**src/rtl/fetch_pkg.sv**
```systemverilog
// rtl/fetch_pkg.sv - shared jump-type constants, prediction entry and FSM state types
package fetch_pkg;

  localparam logic [2:0] JALR = 3'd3;
  localparam logic [2:0] CALL = 3'd4;
  localparam logic [2:0] RET  = 3'd5;

  typedef struct packed {
    logic [31:0] pc;
    logic [2:0]  jtype;
    logic [2:0]  idx;
  } pred_entry_t;

  typedef enum logic [1:0] {
    RUN     = 2'd0,
    CORRECT = 2'd1,
    RECOVER = 2'd2
  } state_t;

endpackage

```
**src/rtl/pred_queue.sv**
```systemverilog
// rtl/pred_queue.sv - in-order circular queue of outstanding jump predictions
module pred_queue
  import fetch_pkg::*;
#(
  parameter int DEPTH = 8,
  localparam int PW = $clog2(DEPTH),
  localparam int CW = PW + 1
) (
  input  logic        clk,
  input  logic        rst,
  input  logic        push,
  input  pred_entry_t push_data,
  input  logic        pop,
  input  logic        flush,
  output logic [CW-1:0] count,
  output pred_entry_t head
);

  pred_entry_t   mem [DEPTH];
  logic [PW-1:0] wr_ptr;
  logic [PW-1:0] rd_ptr;

  // Storage write; the caller never pushes in a flushing cycle.
  always_ff @(posedge clk) begin
    if (push) mem[wr_ptr] <= push_data;
  end

  // Pointer and occupancy tracking; pointers wrap naturally at power-of-2 depth.
  always_ff @(posedge clk or negedge rst) begin
    if (!rst) begin
      wr_ptr <= '0;
      rd_ptr <= '0;
      count  <= '0;
    end else if (flush) begin
      wr_ptr <= '0;
      rd_ptr <= '0;
      count  <= '0;
    end else begin
      if (push) wr_ptr <= wr_ptr + PW'(1);
      if (pop)  rd_ptr <= rd_ptr + PW'(1);
      count <= count + CW'(push) - CW'(pop);
    end
  end

  assign head = mem[rd_ptr];

endmodule

```
**src/rtl/fetch_redirect_gen.sv**
```systemverilog
// rtl/fetch_redirect_gen.sv - prediction check and fetch correction generator; optional MISPREDICT_CNT_EN adds a saturating mispredict counter
module fetch_redirect_gen
  import fetch_pkg::*;
#(
  parameter int QDEPTH         = 8,
  parameter int RECOVER_CYCLES = 2
) (
  input  logic        i_fire,
  input  logic        rst,
  input  logic        i_predValid,
  input  logic [31:0] i_predPc_32,
  input  logic [2:0]  i_predType_3,
  input  logic [2:0]  i_btbIndex_3,
  output logic        o_predReady,
  input  logic        i_resValid,
  input  logic [31:0] i_resTarget_32,
  output logic [31:0] o_correctPc_32,
  output logic [2:0]  o_correctPcIndex_3,
  output logic        o_type,
  output logic        o_busy
`ifdef MISPREDICT_CNT_EN
  ,
  output logic [15:0] o_mispredCount_16
`endif
);

  localparam int CW = $clog2(QDEPTH) + 1;
  localparam int RW = (RECOVER_CYCLES > 1) ? $clog2(RECOVER_CYCLES) : 1;

  state_t      state, state_n;
  logic [RW-1:0] rec_cnt, rec_cnt_n;
  logic [31:0] cpc_n;
  logic [2:0]  cidx_n;
  logic        ctype_n;
  logic        push, pop, flush, mispredict, not_full;
  logic [CW-1:0] count;
  pred_entry_t head;
  pred_entry_t new_entry;

  assign not_full  = (count < CW'(QDEPTH));
  assign new_entry = '{pc: i_predPc_32, jtype: i_predType_3, idx: i_btbIndex_3};

  pred_queue #(.DEPTH(QDEPTH)) u_queue (
    .clk       (i_fire),
    .rst       (rst),
    .push      (push),
    .push_data (new_entry),
    .pop       (pop),
    .flush     (flush),
    .count     (count),
    .head      (head)
  );

  // Next-state, queue control and next correction values; corrections last one cycle.
  always_comb begin
    state_n    = state;
    rec_cnt_n  = rec_cnt;
    cpc_n      = '0;
    cidx_n     = '0;
    ctype_n    = 1'b0;
    pop        = 1'b0;
    push       = 1'b0;
    flush      = 1'b0;
    mispredict = 1'b0;
    case (state)
      RUN: begin
        if (i_resValid && count != '0) begin
          if (head.pc == i_resTarget_32) begin
            pop = 1'b1;
          end else begin
            mispredict = 1'b1;
            flush      = 1'b1;
            cpc_n      = i_resTarget_32;
            cidx_n     = head.idx;
            ctype_n    = (head.jtype != JALR);
            state_n    = CORRECT;
          end
        end
        // A full queue still takes a new entry when the head leaves this cycle.
        push = i_predValid && !mispredict && (not_full || pop);
      end
      CORRECT: begin
        state_n   = RECOVER;
        rec_cnt_n = RW'(RECOVER_CYCLES - 1);
      end
      RECOVER: begin
        if (rec_cnt == '0) state_n = RUN;
        else               rec_cnt_n = rec_cnt - RW'(1);
      end
      default: state_n = RUN;
    endcase
  end

  // State, recovery counter and registered correction outputs.
  always_ff @(posedge i_fire or negedge rst) begin
    if (!rst) begin
      state              <= RUN;
      rec_cnt            <= '0;
      o_correctPc_32     <= '0;
      o_correctPcIndex_3 <= '0;
      o_type             <= 1'b0;
    end else begin
      state              <= state_n;
      rec_cnt            <= rec_cnt_n;
      o_correctPc_32     <= cpc_n;
      o_correctPcIndex_3 <= cidx_n;
      o_type             <= ctype_n;
    end
  end

  assign o_busy      = (state != RUN);
  assign o_predReady = (state == RUN) && not_full;

`ifdef MISPREDICT_CNT_EN
  // Saturating count of RUN->CORRECT transitions.
  always_ff @(posedge i_fire or negedge rst) begin
    if (!rst)                                        o_mispredCount_16 <= '0;
    else if (mispredict && o_mispredCount_16 != 16'hFFFF) o_mispredCount_16 <= o_mispredCount_16 + 16'd1;
  end
`endif

endmodule

```
**config.mk**
```make
export PLATFORM = sky130hd
export DESIGN_NAME = fetch_redirect_gen
export DESIGN_NICKNAME = d
export VERILOG_FILES = /design/src/rtl/fetch_pkg.sv /design/src/rtl/pred_queue.sv /design/src/rtl/fetch_redirect_gen.sv
export SDC_FILE = /design/constraint.sdc
export NUM_CORES = 1
export LEC_CHECK = 0
export ABC_AREA = 1
export CAP_MARGIN = 10
export CORE_MARGIN = 4
export CORE_UTILIZATION = 53
export DETAILED_ROUTE_END_ITERATION = 8
export HOLD_SLACK_MARGIN = 0.05
export PLACE_DENSITY = 0.76
export SYNTH_ARGS = -nofsm -noshare
export SYNTH_HDL_FRONTEND = slang
export SYNTH_HIERARCHICAL = 1
export SYNTH_SLANG_ARGS = --single-unit
```
**constraint.sdc**
```tcl
create_clock -name i_fire -period 4.8 [get_ports i_fire]
set_clock_uncertainty 0.2 [all_clocks]
set_input_delay 0.96 -clock i_fire [delete_from_list [all_inputs] [get_ports i_fire]]
set_output_delay 0.96 -clock i_fire [all_outputs]
set_load 0.03 [all_outputs]
```
==> flow_summary_export.csv <==
group,metric,value,unit
synth,synth.largest_area_cell,"edfxtp_1",
timing,slew_violations,0,
placement,gp_congestion,0.8340,
final_layout,layout.cells.non_filler,2159,
placement,dp_hpwl,21930,um
worst_setup_path,r2r-end,"u_queue/mem[2][0]",
timing,setup_tns,0,ns
power_and_ir_drop,power,7.753,mW
timing,rsz0062_at_grt,"false",
detailed_routing,vias_per_cell,5.022,
synth,synth_edf_count,304,
detailed_routing,drt_first_pass_iters,5,
floorplan,start_util,0.5428,
timing,period_needed,4.284,ns
cts,cts_setup_buffers,0,
detailed_routing,ant_nets,0,
timing,fmax,233.4,MHz
final_layout,fin_util,0.6408,
cts,cts_tree,"built",
placement,numPlacedInstances,2092,
power_and_ir_drop,irDropWorstVdd,0.3339,mV
min_path,hp-class,"input port to async pin",
synth,yosysTopAreaCellShare,0.5796,
placement,placed_cell_area,0.01736,mm2
cts,cts_buffers,37,
cts,clock_sinks,353,
cts,insertion_delay,0.52,ns
synth,synth_seq_cells,353,
final_layout,final_common_cell,"nand2_1",
floorplan,rows,62,
worst_setup_path,required,4.82,ns
power_and_ir_drop,p_per_area,417.0,mW/mm2
worst_setup_path,path_max_fanout,52,
synth,syn_area,0.01575,mm2
floorplan,die_y,180.4,um
run_status,status,"finished clean",
timing,finalSetupViolCount,0,
synth,yosys-top-cells-area,"edfxtp_1 58%, nand2_1 14%, inv_1 8.8%, dfrtp_1 7.8%, nand3_1 5.0%",
synth,ys.flop_type,"edfxtp_1",
floorplan,die-area,0.03254,mm2
floorplan,core,0.02901,mm2
cts,path_clk_slew,0.06,ns
cts,postCtsHoldBufs,0,
timing,relSlewSlack,0.4507,
timing,fin_ws,0.5156,ns
placement,dp_slack,0.5998,ns
worst_setup_path,reg2reg_slack,0.52,ns
detailed_routing,wl_per_cell,16.99,um
timing,hold_ws,0.3368,ns
cts,clk_path_buf_depth,3,
floorplan,die_w,180.4,um
final_layout,area_delta_synth_final,18.06,%
final_layout,final_area,0.01859,mm2
worst_setup_path,r2r-start,"u_queue/rd_ptr[0]",
timing,period_share,0.8926,
synth,syn-num-nets,1711,
synth,ys_async_sr_fraction,0.1388,
worst_setup_path,endpoint,"u_queue/mem[2][0]",
worst_setup_path,r2r_cells,18,
synth,synth_warnings,6,
detailed_routing,vias,10840,
global_route,first_global_vias,10700,
timing,finalHoldViolCount,0,
floorplan,boundaryPins,112,
worst_setup_path,worstPathArrival,4.30,ns
global_route,antenna_found_initial,1,
global_route,grt.overflow.total,0,
power_and_ir_drop,total_leakage_power,8.577,nW
cts,ctsHtreeMaxLevel,2,
flow_run,cap_viol_max_count,0,
cts,cts_root_buffer,"clkbuf_16",
detailed_routing,route.detailed.drc,0,
cts,cts-resized-gates,0,
worst_setup_path,path_class,"flip-flop to flip-flop",
synth,avgSynthCellArea,9.680,um2
placement,port-buffer-count,111,
final_layout,drive_gt1_frac,0.06310,
final_layout,layout_common_cells,"567 x nand2_1, 368 x inv_1, 304 x edfxtp_1",
worst_setup_path,cp-end-kind,"flip-flop",
worst_setup_path,crit_path_start_kind,"flip-flop",
synth,synth_seq_area_share,0.6575,
final_layout,antenna_cells,0,
timing,tightest_slew,0.8239,ns
synth,ys_types,29,
global_route,grt_max_degree,154,
global_route,grt_usage,0.2231,
final_layout,final_nets,1831,
worst_setup_path,startpoint,"u_queue/rd_ptr[0]",
synth,synth_cells,1627,
detailed_routing,dr.first_iter.drc_count,1075,
detailed_routing,wl,36680,um
global_route,grt_pass1_wl,57580,um
==> metal layers <==
metal / GRT usage / share of wire / vias up
met1: 0.2994 / 0.40 / 5002
met5: 0 / 0.00055 / -
li1: - / - / 5231
met3: 0.04744 / 0.099 / 80
met2: 0.3713 / 0.48 / 528
met4: 0.06503 / 0.024 / 2
==> synth_stat cells, types with 2 or more instances <==
cell type	instances
nand2_1	567
inv_1	369
edfxtp_1	304
nand3_1	156
nor2_1	58
dfrtp_1	49
buf_2	29
xnor2_1	22
buf_4	16
clkbuf_1	12
ha_1	9
a21oi_1	7
nor2_2	6
o21ai_0	4
inv_2	3
a211oi_1	2
buf_8	2
==> layout make-up <==
type                            count  area [um2]
Fill cell                        2216       10420
Sequential cell                   353       10360
Multi-Input combinational cell    840        3680
Timing Repair Buffer              142        1439
Inverter                          373        1403
Clock buffer                       48        1040
Tap cell                          384       480.5
Clock inverter                     19       190.2
==> how the worst min path moves through the flow <==
stage / to / slack [ns] / cells after the start
2_1_floorplan: state[1] / 0.27 / 2
3_3_place_gp: state[0] / 0.28 / 2
3_5_place_dp: state[1] / 0.31 / 2
4_1_cts: state[1] / 0.33 / 2
5_1_grt: state[1] / 0.35 / 2
6_report: o_correctPc_32[13] / 0.34 / 1
==> sequential cells by signal, summed over array words and instances (netlist names) <==
register            cells
u_queue/mem           304
state                   2
o_type                  1
o_correctPc_32         32
rec_cnt                 1
u_queue/wr_ptr          3
u_queue/count           4
o_correctPcIndex_3      3
u_queue/rd_ptr          3
==> power by group <==
part / total [mW] / internal [mW] / switching [mW]
clock network: 2.87 / 1.74 / 1.13
logic: 1.21 / 0.419 / 0.791
registers: 3.67 / 3.60 / 0.0758
total: 7.75 / 5.76 / 2.00
==> worst max-delay path: stages (launching register included) <==
cell     delay [ns]
dfrtp_4        0.50
inv_4          0.34
buf_12         0.31
nand2_1        0.09
nand3_1        0.08
nand2_1        0.07
nand2_1        0.06
nand2_1        0.07
xnor2_1        0.27
nand2_1        0.10
nor2_1         0.14
nand2_1        0.11
nor2_4         0.14
nand2_2        0.09
a21oi_1        0.20
inv_1          0.11
or2_2          0.40
nor2_4         0.41
buf_12         0.25
==> kinds of logic (layout without fill, tap and decap cells) <==
| group | count (synthesis) | count (layout) | share of synthesized area |
|---|---|---|---|
| flip-flops | 353 | 353 | 0.6575 |
| AO/OA/AOI/OAI | 15 | 15 | 0.005323 |
| XOR/XNOR | 22 | 22 | 0.01223 |
| AND/OR/NAND/NOR | 793 | 793 | 0.2039 |
| adder cells (fa/ha/maj) | 10 | 10 | 0.008422 |
| buffers and inverters | 434 | 582 | 0.1127 |
Power figures use the tool's default switching activity.
